==> src/rtl/control_sequencer.sv <==
// Hardwired control unit for the Phase-2 Datapath: fetch T0-T2, execute T3-T7.
// Outputs are Moore decodes of the registered state and the opcode held in IR.
module control_sequencer #(
    parameter int MEM_WAIT = 0
) (
    input  logic        Clock,
    input  logic        Clear,
    input  logic [31:0] IR,
    output logic        IncPC,
    output logic        Read,
    output logic        Write,
    output logic        PC_Out,
    output logic        MDR_Out,
    output logic        ZLO_Out,
    output logic        C_Out,
    output logic        PC_In,
    output logic        MDR_In,
    output logic        MAR_In,
    output logic        IR_In,
    output logic        Y_In,
    output logic        ZLO_In,
    output logic        G_RA,
    output logic        G_RB,
    output logic        G_RC,
    output logic        BA_Out,
    output logic        R_In,
    output logic        R_Out,
    output logic [4:0]  CONTROL,
    output logic        Run,
    output logic        Illegal
);

    typedef enum logic [3:0] {
        S_RESET = 4'd0,
        S_T0    = 4'd1,
        S_T1    = 4'd2,
        S_T2    = 4'd3,
        S_T3    = 4'd4,
        S_T4    = 4'd5,
        S_T5    = 4'd6,
        S_T6    = 4'd7,
        S_T7    = 4'd8,
        S_HALT  = 4'd9
    } state_t;

    localparam logic [2:0] WAIT_INIT = 3'(MEM_WAIT);

    state_t      r_state;
    state_t      w_next;
    logic [2:0]  r_wait;
    logic [4:0]  w_op;
    logic        w_ld, w_ldi, w_st, w_alu, w_imm, w_nop, w_halt, w_exec;
    logic        w_wait_done;

    assign w_op        = IR[31:27];
    assign w_ld        = (w_op == 5'b00000);
    assign w_ldi       = (w_op == 5'b00001);
    assign w_st        = (w_op == 5'b00010);
    assign w_alu       = (w_op >= 5'b00011) && (w_op <= 5'b01011);
    assign w_imm       = (w_op >= 5'b01100) && (w_op <= 5'b01110);
    assign w_nop       = (w_op == 5'b11010);
    assign w_halt      = (w_op == 5'b11011);
    assign w_exec      = w_ld | w_ldi | w_st | w_alu | w_imm;
    assign w_wait_done = (r_wait == 3'd0);

    always_comb begin
        w_next = r_state;
        case (r_state)
            S_RESET: w_next = S_T0;
            S_T0:    w_next = S_T1;
            S_T1:    w_next = w_wait_done ? S_T2 : S_T1;
            S_T2:    w_next = S_T3;
            S_T3:    w_next = w_halt ? S_HALT : (w_exec ? S_T4 : S_T0);
            S_T4:    w_next = S_T5;
            S_T5:    w_next = (w_ld | w_st) ? S_T6 : S_T0;
            S_T6:    w_next = (w_ld && !w_wait_done) ? S_T6 : S_T7;
            S_T7:    w_next = (w_st && !w_wait_done) ? S_T7 : S_T0;
            S_HALT:  w_next = S_HALT;
            default: w_next = S_RESET;
        endcase
    end

    // The wait counter reloads on every state change, so it is already at
    // MEM_WAIT on entry to whichever memory state comes next.
    always_ff @(posedge Clock or posedge Clear) begin
        if (Clear) begin
            r_state <= S_RESET;
            r_wait  <= WAIT_INIT;
        end else begin
            r_state <= w_next;
            if (w_next != r_state)
                r_wait <= WAIT_INIT;
            else if (!w_wait_done)
                r_wait <= r_wait - 3'd1;
        end
    end

    always_comb begin
        IncPC   = 1'b0;
        Read    = 1'b0;
        Write   = 1'b0;
        PC_Out  = 1'b0;
        MDR_Out = 1'b0;
        ZLO_Out = 1'b0;
        C_Out   = 1'b0;
        PC_In   = 1'b0;
        MDR_In  = 1'b0;
        MAR_In  = 1'b0;
        IR_In   = 1'b0;
        Y_In    = 1'b0;
        ZLO_In  = 1'b0;
        G_RA    = 1'b0;
        G_RB    = 1'b0;
        G_RC    = 1'b0;
        BA_Out  = 1'b0;
        R_In    = 1'b0;
        R_Out   = 1'b0;
        CONTROL = 5'b00000;
        Run     = 1'b0;
        Illegal = 1'b0;
        case (r_state)
            S_T0: begin
                Run = 1'b1; PC_Out = 1'b1; MAR_In = 1'b1; IncPC = 1'b1;
            end
            S_T1: begin
                Run = 1'b1; Read = 1'b1; MDR_In = 1'b1;
            end
            S_T2: begin
                Run = 1'b1; MDR_Out = 1'b1; IR_In = 1'b1;
            end
            S_T3: begin
                Run = 1'b1;
                if (w_ld | w_ldi | w_st) begin
                    G_RB = 1'b1; BA_Out = 1'b1; Y_In = 1'b1;
                end else if (w_alu | w_imm) begin
                    G_RB = 1'b1; R_Out = 1'b1; Y_In = 1'b1;
                end else if (!w_nop && !w_halt) begin
                    Illegal = 1'b1;
                end
            end
            S_T4: begin
                Run    = 1'b1;
                ZLO_In = 1'b1;
                if (w_alu) begin
                    G_RC = 1'b1; R_Out = 1'b1; CONTROL = w_op;
                end else begin
                    C_Out = 1'b1;
                    // andi/ori map onto the register and/or ALU codes
                    case (w_op)
                        5'b01101: CONTROL = 5'b00101;
                        5'b01110: CONTROL = 5'b00110;
                        default:  CONTROL = 5'b00011;
                    endcase
                end
            end
            S_T5: begin
                Run     = 1'b1;
                ZLO_Out = 1'b1;
                if (w_ld | w_st) MAR_In = 1'b1;
                else begin
                    G_RA = 1'b1; R_In = 1'b1;
                end
            end
            S_T6: begin
                Run    = 1'b1;
                MDR_In = 1'b1;
                if (w_ld) Read = 1'b1;
                else begin
                    G_RA = 1'b1; R_Out = 1'b1;
                end
            end
            S_T7: begin
                Run     = 1'b1;
                MDR_Out = 1'b1;
                if (w_st) Write = 1'b1;
                else begin
                    G_RA = 1'b1; R_In = 1'b1;
                end
            end
            default: ;
        endcase
    end

endmodule

==> config.mk <==
export PLATFORM = sky130hd
export DESIGN_NAME = control_sequencer
export DESIGN_NICKNAME = d
export VERILOG_FILES = /design/src/rtl/control_sequencer.sv
export SDC_FILE = /design/constraint.sdc
export NUM_CORES = 1
export LEC_CHECK = 0
export CORE_MARGIN = 3
export CORE_UTILIZATION = 35
export DETAILED_ROUTE_END_ITERATION = 6
export GPL_TIMING_DRIVEN = 0
export PLACE_DENSITY = 0.87
export SLEW_MARGIN = 25
export SYNTH_ARGS = -nofsm -noshare
export SYNTH_HDL_FRONTEND = slang
export SYNTH_SLANG_ARGS = --single-unit
==> constraint.sdc <==
create_clock -name Clock -period 2.79 [get_ports Clock]
set_clock_uncertainty 0.2 [all_clocks]
set_input_delay 0.6975 -clock Clock [delete_from_list [all_inputs] [get_ports Clock]]
set_output_delay 0.6975 -clock Clock [all_outputs]
set_load 0.02 [all_outputs]
Yosys cells after proc, flatten, opt, wreduce, memory -nomap -nowiden:

Index checks and enable logic that the tools add are counted.

* input port bits: 34
* flip-flop bits (word level): 7
* logic and storage cells: 89

* mux-type cells: 45
* order comparisons: 4
* reductions and logical operators: 14
* add/sub/neg operators: 1
* equal/unequal tests: 17
* bitwise operators: 6

Operators with widths (number)
* $pmux 4 s10: 1
* $mux 1: 29
* $eq 4x3->1 const B: 4
* $mux 3: 4
* $mux 4: 3
* $eq 5x4->1 const B: 2
* $eq 5x5->1 const B: 2
* $le 5x4->1 const B: 2
* $mux 5: 2
* $eq 4x2->1 const B: 2
* $eq 4x4->1 const B: 2
* $reduce_or 8->1: 1
* $or 1x1->1: 6
* $pmux 1 s2: 3
* $pmux 1 s3: 2
* $pmux 3 s2: 1
* $eq 5x1->1 const B: 1
* $eq 5x2->1 const B: 1
* $ge 5x2->1 const B: 1
* $ge 5x4->1 const B: 1
* $logic_and 1x1->1: 5
* $logic_not 5->1: 1
* $eq 4x1->1 const B: 1
* $logic_not 4->1: 1
* 6 further kinds: 9

Longest topological paths before layout:

Gate-level depths: netlist of the first run.

* depth in word-level cells: 10
* depth in mapped cells: 7
* depth with buffers taken out: 7

Least setup slack after synthesis of the first run:

No wires, ideal clock.

* path type: input to output
* from: in IR[27]
* to: out CONTROL[2]
* path buffers: 1
* data arrival time: 2.220 ns
* stages: 3
* slack: -0.328 ns
* data required time: 1.893 ns
* cell sequence: clkbuf_1 -> xnor2_1 -> a2111oi_0

* cells in the longest elaborated chain, start to end: 4

RTL lines
* start, declared: line 8 `input logic [31:0] IR,`
* $ge 5x2->1 (tied with other cells): line 59 `assign w_alu = (w_op >= 5'b00011) && (w_op <= 5'b01011);`
* $logic_and 1x1->1 or $pmux 3 s2 (tied branches): line 59, 149
* $mux 5 *: line 144 `if (w_alu) begin`
* $mux 5 *: line 121 `case (r_state)`
* end, declared: line 28 `output logic [4:0] CONTROL,`

Mark *: on every way between the ends. The rest lies on a longest branch, timed or not.

Worst setup path after layout of the first run:

* from: in IR[29]
* to: out R_Out

* cells in the longest elaborated chain, start to end: 6

RTL lines
* $ge 5x2->1 (tied with other cells): line 59
* $logic_and 1x1->1 (on tied branches): line 59, 60
* $or 1x1->1: line 135 `end else if (w_alu | w_imm) begin`
* $mux 1: line 135
* $mux 1: line 133 `if (w_ld | w_ldi | w_st) begin`
* $pmux 1 s3 *: line 121
* end, declared: line 27 `output logic R_Out,`

Marked as above.

==> metrics.txt, run 1 <==
# TYPE chip_impl_metric gauge
chip_impl_metric{name="clk_pin_slew_worst_paths",unit="ns"} 0.05
chip_impl_metric{name="timing.max_cap.violations",unit=""} 0
chip_impl_metric{name="initial_core_util",unit=""} 0.377
chip_impl_info{name="clk_root_buffer_cell",value="sky130_fd_sc_hd__clkbuf_4"} 1
chip_impl_info{name="regToRegEndpoint",value="r_wait[0]"} 1
chip_impl_metric{name="clk_latency",unit="ns"} 0.25
chip_impl_metric{name="wl",unit="um"} 2720
chip_impl_metric{name="cts.sink_count",unit=""} 7
chip_impl_metric{name="synth_simple_gate_area_frac",unit=""} 0.392
chip_impl_metric{name="io-pin-count",unit=""} 60
chip_impl_metric{name="post-dp-hpwl",unit="um"} 1980
chip_impl_metric{name="crit_fanout",unit=""} 4
chip_impl_metric{name="fin_setup_tns",unit="ns"} -0.0227
chip_impl_metric{name="grt_pass1_wl",unit="um"} 4400
chip_impl_metric{name="htreeDepth",unit=""} 1
chip_impl_metric{name="final_setup_violations",unit=""} 2
chip_impl_metric{name="synth-seq-cells",unit=""} 7
chip_impl_metric{name="timing.hold.ws",unit="ns"} 0.455
chip_impl_metric{name="routed_wire_length_per_instance",unit="um"} 14.7
chip_impl_info{name="violations_in_the_final_reports",value="setup timing"} 1
chip_impl_metric{name="finalHoldViolations",unit=""} 0
chip_impl_metric{name="layout.area.seq",unit="sq um"} 178
chip_impl_metric{name="finalCritPeriodShare",unit=""} 1.01
chip_impl_metric{name="area_growth_synth_to_finish",unit="%"} 50.1
chip_impl_metric{name="layout.core_utilization",unit=""} 0.566
chip_impl_metric{name="dieHeight",unit="um"} 55.5
chip_impl_info{name="timing.critical_path.to",value="R_Out"} 1
chip_impl_info{name="unrepaired_setup_endpoints_after_global_routing",value="true"} 1
chip_impl_info{name="synth_area_leaders",value="sky130_fd_sc_hd__dfrtp_1, sky130_fd_sc_hd__nand2_1, sky130_fd_sc_hd__nor3_1"} 1
chip_impl_info{name="cts_tree",value="yes"} 1
chip_impl_metric{name="row_count",unit=""} 17
chip_impl_metric{name="place_ws",unit="ns"} -0.883
chip_impl_metric{name="vias",unit=""} 1029
chip_impl_metric{name="grt_pass1_vias",unit=""} 993
chip_impl_metric{name="track_usage",unit=""} 0.173
chip_impl_metric{name="post_cts_hold_buffer_count",unit=""} 0
chip_impl_metric{name="ff2ff_path_depth",unit=""} 7
chip_impl_metric{name="worstPathRequired",unit="ns"} 1.89
chip_impl_metric{name="leakage",unit="nW"} 0.687
chip_impl_metric{name="post_synth_mux_area_share",unit=""} 0.0117
chip_impl_metric{name="grt_start_max_net_pins",unit=""} 11
chip_impl_metric{name="grt_antenna_before_repair",unit=""} 0
chip_impl_metric{name="ff2ff_setup_slack",unit="ns"} 0.57
chip_impl_metric{name="fill_cells",unit=""} 209
chip_impl_info{name="yosys.area.top_type",value="sky130_fd_sc_hd__dfrtp_1"} 1
chip_impl_info{name="worst_setup_path_end_kind",value="output port"} 1
chip_impl_info{name="timing.critical_path.from_type",value="primary input"} 1
chip_impl_metric{name="floorplan.core_area",unit="sq um"} 2280
chip_impl_metric{name="io_buffer_count",unit=""} 27
chip_impl_metric{name="total_area_of_multi_input_combinational_cells",unit="sq um"} 634
chip_impl_metric{name="synthesis.area_per_instance",unit="sq um"} 7.09
chip_impl_metric{name="synthXorXnorAreaFrac",unit=""} 0.0306
chip_impl_metric{name="dr.first_iter.drc_count",unit=""} 33
chip_impl_metric{name="fmax",unit="MHz"} 356
chip_impl_metric{name="synth_enable_flop_cells",unit=""} 0
chip_impl_metric{name="synth_fa_ha_area_frac",unit=""} 0.0292
chip_impl_metric{name="synth_warnings",unit=""} 0
chip_impl_metric{name="design_power_total",unit="mW"} 1.02
chip_impl_info{name="synth.most_common_cell",value="sky130_fd_sc_hd__nand2_1"} 1
chip_impl_metric{name="dr_drc_count",unit=""} 0
chip_impl_metric{name="global_route.overflow_total",unit=""} 0
chip_impl_metric{name="seq_area_frac_synth",unit=""} 0.204
chip_impl_metric{name="post_synth_instance_area",unit="sq um"} 858
chip_impl_metric{name="insertedDiodeCount",unit=""} 0
chip_impl_info{name="hold_path.class",value="reg2reg"} 1
chip_impl_info{name="worstSetupStartpoint",value="IR[29]"} 1
chip_impl_info{name="run_status",value="finished with violations"} 1
chip_impl_metric{name="synth-compound-area-share",unit=""} 0.206
chip_impl_metric{name="power_per_cell_area",unit="nW/um^2"} 792
chip_impl_metric{name="worst-endpoint-arrival",unit="ns"} 1.91
chip_impl_metric{name="setup_ws",unit="ns"} -0.0203
chip_impl_metric{name="cts.path.max_buffers",unit=""} 2
chip_impl_metric{name="post-route-cell-area",unit="sq um"} 1290
chip_impl_info{name="synth_top_family_by_area",value="simple AND/OR/NAND/NOR gates"} 1
chip_impl_info{name="synth_top_cells_by_count",value="sky130_fd_sc_hd__nand2_1, sky130_fd_sc_hd__nor2_1, sky130_fd_sc_hd__inv_1"} 1
chip_impl_info{name="timing.setup.critical_path_class",value="in2out"} 1
chip_impl_metric{name="post_placement_cell_count",unit=""} 177
chip_impl_metric{name="layout.nets",unit=""} 194
chip_impl_info{name="critical_hold_path_startpoint",value="r_wait[2]"} 1
chip_impl_metric{name="antenna_violating_nets_post_route",unit=""} 0
chip_impl_info{name="r2r_start",value="r_wait[0]"} 1
chip_impl_metric{name="final_period_minus_worst_setup_slack",unit="ns"} 2.81
chip_impl_metric{name="first_pass_iters",unit=""} 4
chip_impl_metric{name="finalMaxSlewViolations",unit=""} 0
chip_impl_metric{name="die_x",unit="um"} 55.5
chip_impl_metric{name="asyncSetResetFlopFracSynth",unit=""} 1.00
chip_impl_metric{name="placement.cell_area",unit="sq um"} 1170
chip_impl_metric{name="post_layout_nonfiller_instances",unit=""} 185
chip_impl_metric{name="vias_per_cell",unit=""} 5.56
chip_impl_metric{name="synth.top_cell.area_share",unit=""} 0.204
chip_impl_metric{name="synthDistinctLibCells",unit=""} 43
chip_impl_metric{name="netlist_instances",unit=""} 121
chip_impl_info{name="synth-main-ff-cell",value="sky130_fd_sc_hd__dfrtp_1"} 1
chip_impl_metric{name="ir_drop",unit="uV"} 509
chip_impl_metric{name="fp.dieArea",unit="sq um"} 3080
chip_impl_metric{name="post_route_cells_drive_above_1_share",unit=""} 0.268
chip_impl_metric{name="numCtsBuffers",unit=""} 3
chip_impl_metric{name="gp_congestion",unit=""} 0.883
==> registers in the layout, indices dropped and copies added, names as in the netlist <==
signal   flops
r_wait       3
r_state      4
==> layout make-up <==
| class | count | share of cell area |
|---|---|---|
| inverters | 9 | 0.0262 |
| flip-flops and latches | 7 | 0.138 |
| plain buffers | 11 | 0.0660 |
| clock buffers | 4 | 0.0204 |
| multi-input cells | 93 | 0.492 |
| repair buffers | 33 | 0.230 |
| well taps | 28 | 0.0272 |
==> worst max-delay path, stage by stage <==
cell,delay (ns)
sky130_fd_sc_hd__buf_12,0.10
sky130_fd_sc_hd__or4_4,0.56
sky130_fd_sc_hd__buf_6,0.15
sky130_fd_sc_hd__o21ai_2,0.13
sky130_fd_sc_hd__o211ai_1,0.10
sky130_fd_sc_hd__buf_4,0.17
==> placed cells by master (no fill, tap or decap), types with 2 or more instances in the layout <==
cell / synthesis / final
sky130_fd_sc_hd__ha_1: 2 / 2
sky130_fd_sc_hd__buf_6: 1 / 2
sky130_fd_sc_hd__xnor2_1: 3 / 3
sky130_fd_sc_hd__nand4_1: 2 / 2
sky130_fd_sc_hd__nand2b_1: 3 / 3
sky130_fd_sc_hd__dfrtp_1: 7 / 5
sky130_fd_sc_hd__a21oi_1: 3 / 3
sky130_fd_sc_hd__buf_2: 0 / 3
sky130_fd_sc_hd__and2_1: 2 / 2
sky130_fd_sc_hd__a31oi_1: 2 / 2
sky130_fd_sc_hd__inv_1: 9 / 9
sky130_fd_sc_hd__nor4_1: 3 / 3
sky130_fd_sc_hd__nand2_1: 12 / 12
sky130_fd_sc_hd__nor3_1: 8 / 6
sky130_fd_sc_hd__clkdlybuf4s15_1: 0 / 2
sky130_fd_sc_hd__conb_1: 1 / 2
sky130_fd_sc_hd__nand3_1: 3 / 2
sky130_fd_sc_hd__and3_1: 4 / 4
sky130_fd_sc_hd__nor2_1: 10 / 10
sky130_fd_sc_hd__dlygate4sd2_1: 0 / 15
sky130_fd_sc_hd__clkbuf_4: 0 / 5
sky130_fd_sc_hd__dlymetal6s2s_1: 0 / 2
sky130_fd_sc_hd__clkbuf_2: 0 / 4
sky130_fd_sc_hd__buf_12: 0 / 2
sky130_fd_sc_hd__nor2b_1: 4 / 3
sky130_fd_sc_hd__dfrtp_2: 0 / 2
sky130_fd_sc_hd__buf_4: 4 / 11
sky130_fd_sc_hd__o21ai_0: 7 / 6
sky130_fd_sc_hd__o21a_1: 2 / 2
==> repair_timing <==
| action | CTS | global route |
|---|---|---|
| setup buffers | 3 | 3 |
| gates cloned | 0 | 0 |
| pin swaps | 3 | 3 |
| gates resized for setup | 62 | 21 |
| setup endpoints to repair | 27 | 10 |
==> power breakdown <==
| group | internal (mW) | switching [mW] |
|---|---|---|
| Clock | 0.0545 | 0.0366 |
| Sequential | 0.131 | 0.0432 |
| Combinational | 0.304 | 0.452 |
| Total | 0.489 | 0.532 |
==> logic make-up after synthesis <==
kind of cell | Yosys count
multiplexers | 1
other | 1
AO/OA/AOI/OAI | 25
adder cells (fa/ha/maj) | 2
flip-flops | 7
AND/OR/NAND/NOR | 60
buffers and inverters | 22
XOR/XNOR | 3
==> worst min path at each step <==
stage,endpoint,cells after the start
3_5_place_dp,r_wait[2],2
3_3_place_gp,r_wait[0],3
5_1_grt,r_wait[2],2
4_1_cts,r_wait[2],2
6_report,r_wait[2],2
2_1_floorplan,r_state[0],1
==> routing by layer <==
layer | vias to the layer above | part of all wire | track usage
li1 | 492 | - | -
met1 | 489 | 0.39 | 0.193
met2 | 42 | 0.54 | 0.324
met3 | 6 | 0.054 | 0.0397
met4 | 0 | 0.021 | 0.0451
met5 | - | 0 | 0
Power figures use the tool's default switching activity.
==> run 2: changes to the inputs <==
ABC_CLOCK_PERIOD_IN_PS = 2790   (was unset)
CORE_ASPECT_RATIO = 1.25   (was unset)
GPL_ROUTABILITY_DRIVEN = 0   (was unset)
==> run 2 against run 1 <==
The run still ends with setup timing left; maximum frequency up 0.44%; combinational power down 2.6%; wire length down 8.1%; largest cell class unchanged; highest routed layer unchanged.
==> metrics.txt, run 2 (synthesis gave the netlist of run 1 again) <==
# TYPE chip_impl_metric gauge
chip_impl_metric{name="io_buffer_count",unit=""} 27
chip_impl_info{name="crit_path_cell_trace",value="buf_12 > or4_4 > buf_6 > o21ai_2 > o211ai_1 > buf_4"} 1
chip_impl_info{name="unrepaired_setup_endpoints_after_global_routing",value="true"} 1
chip_impl_metric{name="grt_antenna_before_repair",unit=""} 0
chip_impl_info{name="most-common-layout-cells",value="sky130_fd_sc_hd__dlygate4sd2_1, sky130_fd_sc_hd__nand2_1, sky130_fd_sc_hd__nor2_1"} 1
chip_impl_info{name="r2r_start",value="r_wait[0]"} 1
chip_impl_metric{name="m1WireLength",unit="um"} 933
chip_impl_info{name="critical_hold_path_startpoint",value="r_wait[0]"} 1
chip_impl_info{name="timing.setup.critical_path_class",value="in2out"} 1
chip_impl_metric{name="timing.max_cap.violations",unit=""} 0
chip_impl_metric{name="ff2ff_path_depth",unit=""} 7
chip_impl_metric{name="vias",unit=""} 1003
chip_impl_metric{name="dieHeight",unit="um"} 61.4
chip_impl_metric{name="worst-endpoint-arrival",unit="ns"} 1.90
chip_impl_metric{name="antenna_violating_nets_post_route",unit=""} 0
chip_impl_metric{name="setup_ws",unit="ns"} -0.00801
chip_impl_metric{name="clk_latency",unit="ns"} 0.25
chip_impl_metric{name="dr_drc_count",unit=""} 0
chip_impl_info{name="layout_top_registers",value="r_state (4), r_wait (3)"} 1
chip_impl_metric{name="io-pin-count",unit=""} 60
chip_impl_metric{name="vias_per_cell",unit=""} 5.42
chip_impl_metric{name="post-dp-hpwl",unit="um"} 1810
chip_impl_info{name="clk_root_buffer_cell",value="sky130_fd_sc_hd__clkbuf_4"} 1
chip_impl_metric{name="final_setup_violations",unit=""} 1
chip_impl_metric{name="area_growth_synth_to_finish",unit="%"} 46.9
chip_impl_info{name="run_status",value="finished with violations"} 1
chip_impl_info{name="route.top_layer_used",value="met4"} 1
chip_impl_metric{name="row_count",unit=""} 19
chip_impl_metric{name="ff2ff_setup_slack",unit="ns"} 0.66
chip_impl_metric{name="finalCritPeriodShare",unit=""} 1.00
chip_impl_metric{name="power_per_cell_area",unit="nW/um^2"} 796
chip_impl_metric{name="cts.sink_count",unit=""} 7
chip_impl_metric{name="cts.path.max_buffers",unit=""} 2
chip_impl_metric{name="number_of_flip_flops_in_the_largest_register",unit=""} 4
chip_impl_metric{name="global_route.overflow_total",unit=""} 0
chip_impl_metric{name="routed-wl-met2",unit="um"} 1300
chip_impl_info{name="cts_tree",value="yes"} 1
chip_impl_info{name="path_delay_family",value="simple AND/OR/NAND/NOR gates"} 1
chip_impl_metric{name="floorplan.core_area",unit="sq um"} 2260
chip_impl_metric{name="wl_met3",unit="um"} 183
chip_impl_metric{name="insertedDiodeCount",unit=""} 0
chip_impl_metric{name="dr.first_iter.drc_count",unit=""} 18
chip_impl_metric{name="final_period_minus_worst_setup_slack",unit="ns"} 2.80
chip_impl_info{name="worst_setup_path_end_kind",value="output port"} 1
chip_impl_metric{name="worstPathRequired",unit="ns"} 1.89
chip_impl_info{name="final_common_cell",value="sky130_fd_sc_hd__dlygate4sd2_1"} 1
chip_impl_info{name="crit_path_top_delay_cell",value="sky130_fd_sc_hd__or4_4"} 1
chip_impl_metric{name="fmax",unit="MHz"} 357
chip_impl_metric{name="htreeDepth",unit=""} 1
chip_impl_info{name="timing.critical_path.from_type",value="primary input"} 1
chip_impl_metric{name="timing.critical_path.buf_inv",unit=""} 3
chip_impl_metric{name="track_usage",unit=""} 0.167
chip_impl_metric{name="post_route_cells_drive_above_1_share",unit=""} 0.273
chip_impl_metric{name="clk_pin_slew_worst_paths",unit="ns"} 0.05
chip_impl_info{name="violations_in_the_final_reports",value="setup timing"} 1
chip_impl_info{name="top_register",value="r_state"} 1
chip_impl_metric{name="layout.nets",unit=""} 191
chip_impl_info{name="min_delay_worst_endpoint",value="r_wait[0]"} 1
chip_impl_metric{name="design_power_total",unit="mW"} 1.00
chip_impl_metric{name="leakage",unit="nW"} 0.655
chip_impl_metric{name="initial_core_util",unit=""} 0.380
chip_impl_metric{name="ir_drop",unit="uV"} 599
chip_impl_metric{name="critPathMaxStageDelay",unit="ns"} 0.57
chip_impl_metric{name="routed_wire_length_per_instance",unit="um"} 13.5
chip_impl_metric{name="layout.core_utilization",unit=""} 0.558
chip_impl_metric{name="grt_start_max_net_pins",unit=""} 11
chip_impl_metric{name="die_x",unit="um"} 50.3
chip_impl_metric{name="crit_fanout",unit=""} 7
chip_impl_metric{name="first_pass_iters",unit=""} 4
chip_impl_metric{name="finalHoldViolations",unit=""} 0
chip_impl_metric{name="worstHoldPathCells",unit=""} 3
chip_impl_metric{name="place_ws",unit="ns"} -0.868
chip_impl_metric{name="wl",unit="um"} 2500
chip_impl_metric{name="fp.dieArea",unit="sq um"} 3090
chip_impl_metric{name="finalMaxSlewViolations",unit=""} 0
chip_impl_info{name="hold_path.class",value="reg2reg"} 1
chip_impl_metric{name="numCtsBuffers",unit=""} 3
chip_impl_metric{name="grt_pass1_vias",unit=""} 935
chip_impl_info{name="regToRegEndpoint",value="r_wait[0]"} 1
chip_impl_metric{name="grt_pass1_wl",unit="um"} 3970
-- run 2: cell types whose count changed in the layout (fill, tap and decap cells not counted), sizes merged --
cell           before  now
dlymetal6s2s        2    0
clkbuf             10   12
clkdlybuf4s15       2    1
dlygate4sd2        15   17
buf                18   14
-- run 2: what timing repair did --
item / 4_1_cts / 5_1_grt
pin swaps: 4 / 2
setup buffers: 3 / 0
gates resized for setup: 66 / 17
hold buffers: 0 / 0
endpoints found under the setup margin: 25 / 9
-- run 2: cell type report --
cell class                 count  area [sq um]
fill                         203           997
multi-input combinational     93           644
timing repair buffer          30           262
sequential                     7           178
buffer                        11          78.8
tap                           31          38.8
inverter                       9          33.8
clock buffer                   4          26.3
-- run 2: routing by layer --
layer | GRT usage | vias up
met5 | 0 | -
met4 | 0.127 | 0
met3 | 0.0339 | 11
met2 | 0.291 | 44
met1 | 0.180 | 463
li1 | - | 485
-- run 2: worst min-delay path, stage by stage, from the launching register on --
cell and delay, ns:
sky130_fd_sc_hd__dfrtp_1 0.32, sky130_fd_sc_hd__inv_1 0.07, sky130_fd_sc_hd__xnor2_1 0.16, sky130_fd_sc_hd__nor4_1 0.05
-- run 2: power by group --
part | switching, mW | internal (mW)
Sequential | 0.0476 | 0.131
Clock | 0.0365 | 0.0545
Combinational | 0.446 | 0.290
Total | 0.530 | 0.475
-- run 2: worst max path at each step --
stage                           from       to  cells past startpoint  slack, ns
after global routing      r_state[3]     Y_In                      6      -0.08
final                         IR[29]    R_Out                      6     -0.008
after floorplan               IR[28]  Illegal                      4       0.05
after CTS                     IR[30]    R_Out                      6      0.004
after global placement        IR[31]     Read                      5      -0.85
after detailed placement      IR[31]     Read                      5      -0.87
-- run 2: metrics by stage --
| stage | cells | setup TNS [ns] | hold WS (ns) | instance area [sq um] |
|---|---|---|---|---|
| 2_1_floorplan | 122 | 0 | 0.301 | 868 |
| 3_3_place_gp | 180 | -9.96 | 0.417 | 1180 |
| 3_5_place_dp | 180 | -10.68 | 0.425 | 1180 |
| 4_1_cts | 185 | 0 | 0.448 | 1250 |
| 5_1_grt | 185 | -0.137 | 0.472 | 1260 |
| 6_report | 185 | -0.00801 | 0.438 | 1260 |
==> variant: new RTL, config.mk and constraints of run 2 <==
Register the input `IR` before use, cleared by the reset. The logic sees it one clock later. Comments in the files are not updated.
--- a/src/rtl/control_sequencer.sv
+++ b/src/rtl/control_sequencer.sv
@@ -45,6 +45,16 @@
 
     localparam logic [2:0] WAIT_INIT = 3'(MEM_WAIT);
 
+    logic [31:0] IR_q;
+
+    always_ff @(posedge Clock or posedge Clear) begin
+        if (Clear) begin
+            IR_q <= '0;
+        end else begin
+            IR_q <= IR;
+        end
+    end
+
     state_t      r_state;
     state_t      w_next;
     logic [2:0]  r_wait;
@@ -52,7 +62,7 @@
     logic        w_ld, w_ldi, w_st, w_alu, w_imm, w_nop, w_halt, w_exec;
     logic        w_wait_done;
 
-    assign w_op        = IR[31:27];
+    assign w_op        = IR_q[31:27];
     assign w_ld        = (w_op == 5'b00000);
     assign w_ldi       = (w_op == 5'b00001);
     assign w_st        = (w_op == 5'b00010);
Formal check against the unedited RTL: not equivalent (Yosys sat finds a counterexample within 10 cycles, from zero or initial values).
==> variant against run 2 <==
- the run still ends with negative setup slack left
- non-clock buffer count grew 12
- cell area grew 29%
- critical path depth shrank 2
- area after synthesis grew 22%
- final cell count grew 15%
- die area grew 20%
- sequential cell count grew 5
- wire length grew 26%
- worst setup slack lost 0.017 ns
- count of clock-buffer cells in the layout is the same
- synthesized cell count grew 13%
- total power grew 31%
==> variant: results (changes against run 2) <==
STA
  – Total setup violations reported at the end of the flow: 2 (+1)
  – Final Hold Slack: 0.460 ns (+0.0215 ns)
  – Post-route setup TNS: -0.0258 ns (-0.0178 ns)
  – Slack of the critical path: -0.0245 ns (-0.0165 ns)

Critical path
  – Register-to-register path setup slack: 0.05 ns (-0.61 ns)
  – Crit start category: register
  – Source of the worst register-to-register timing path: IR_q[27]$_DFF_PP0_
  – Largest driver fanout on the critical path: 5 (-2)
  – Slowest cell delay on critical path: 0.60 ns (+0.03 ns)
  – Worst EP arrival: 1.92 ns (+0.02 ns)
  – R2r worst-path depth: 5 (-2)
  – End point of the critical path: R_In

Placement
  – Post-Place Worst Slack: -0.486 ns (+0.382 ns)
  – Input/output buffers: 30 (+11%)
  – Placed inst area: 0.00140 mm² (+19%)
  – Placed Cells: 202 (+12%)

Hold path
  – HP Start: r_wait[1]$_DFFE_PP0P_
  – Sink of the worst hold path: r_wait[1]$_DFFE_PP0P_

Yosys
  – Largest cells by area after synthesis: sky130_fd_sc_hd__dfrtp_1, sky130_fd_sc_hd__nor2_1, sky130_fd_sc_hd__o21ai_0
  – Unique masters post-synth: 45 (+4.7%)
  – Sequential fraction of the synthesis area: 28.6% (+8.2 points)
  – Top cells by count, synth: sky130_fd_sc_hd__nor2_1, sky130_fd_sc_hd__dfrtp_1, sky130_fd_sc_hd__clkbuf_1, sky130_fd_sc_hd__nand2_1, sky130_fd_sc_hd__o21ai_0

Floorplanning
  – Overall die width: 55.0 µm (+9.4%)

Detailed routing
  – Detailed router's first-iteration violation count: 72 (+54)
  – Via/cell ratio: 5.73 (+5.7%)

Layout
  – Filler cell count: 243 (+20%)
  – Sequential portion of the cell area: 18.9% (+4.8 points)
  – Layout buffering overhead excluding clock cells: 25.9% (-1.1 points)
  – Layout cell share with drive strength beyond 1: 31.8% (+4.6 points)
  – Biggest registers after layout: IR_q x5, r_state x4, r_wait x3
  – Clk cell area share: 2.23% (+0.15 points)
  – Final net count: 216 (+13%)
  – Multi-In Gates: 102 (+9.7%)
  – Fraction of area in multi-input gates: 48.5% (-2.6 points)

Clock network
  – Clock transition at the registers of the reported paths: 0.07 ns (+0.02 ns)
  – Number of instances resized during post-cts repair: 58 (-12%)

Status
  – Status: finished with violations
  – Violations in the final reports: negative setup slack

Global route
  – Global Route Usage Sum: 15.8% (-0.92 points)
  – First-pass GRT wire length: 4.45 mm (+12%)
  – Largest net degree at the start of global routing: 13 (+2)

Power
  – Fraction of power spent switching nets: 48.8% (-3.9 points)
  – LEAKAGE: 0.771 nW (+18%)
  – IR drop worst, VDD: 0.432 mV (-28%)
==> variant: cells by family after synthesis <==
| logic type | after synthesis | share of synthesized area (%) |
|---|---|---|
| xor+xnor | 3 | 2.50 |
| other cells | 1 | 0.357 |
| flops | 12 | 28.6 |
| buf+inv | 24 | 10.8 |
| fa+ha+maj | 2 | 2.38 |
| mux | 1 | 0.952 |
| compound gates | 32 | 21.8 |
| simple gates | 62 | 32.6 |
==> variant: power by group through the flow <==
| stage | Combinational [mW] | Clock [mW] | Sequential [mW] |
|---|---|---|---|
| floorplan | 0.545 | 0 | 0.226 |
| global placement | 0.829 | 0 | 0.232 |
| detailed placement | 0.834 | 0 | 0.232 |
| CTS | 0.772 | 0.137 | 0.273 |
| global route | 0.971 | 0.149 | 0.279 |
| finish | 0.912 | 0.134 | 0.274 |
==> variant: layer usage <==
metal	global-route usage, %	part of all wire, %
met1	20.0	38
met2	27.1	54
met3	2.43	6.5
met4	4.26	1.6
met5	0	0
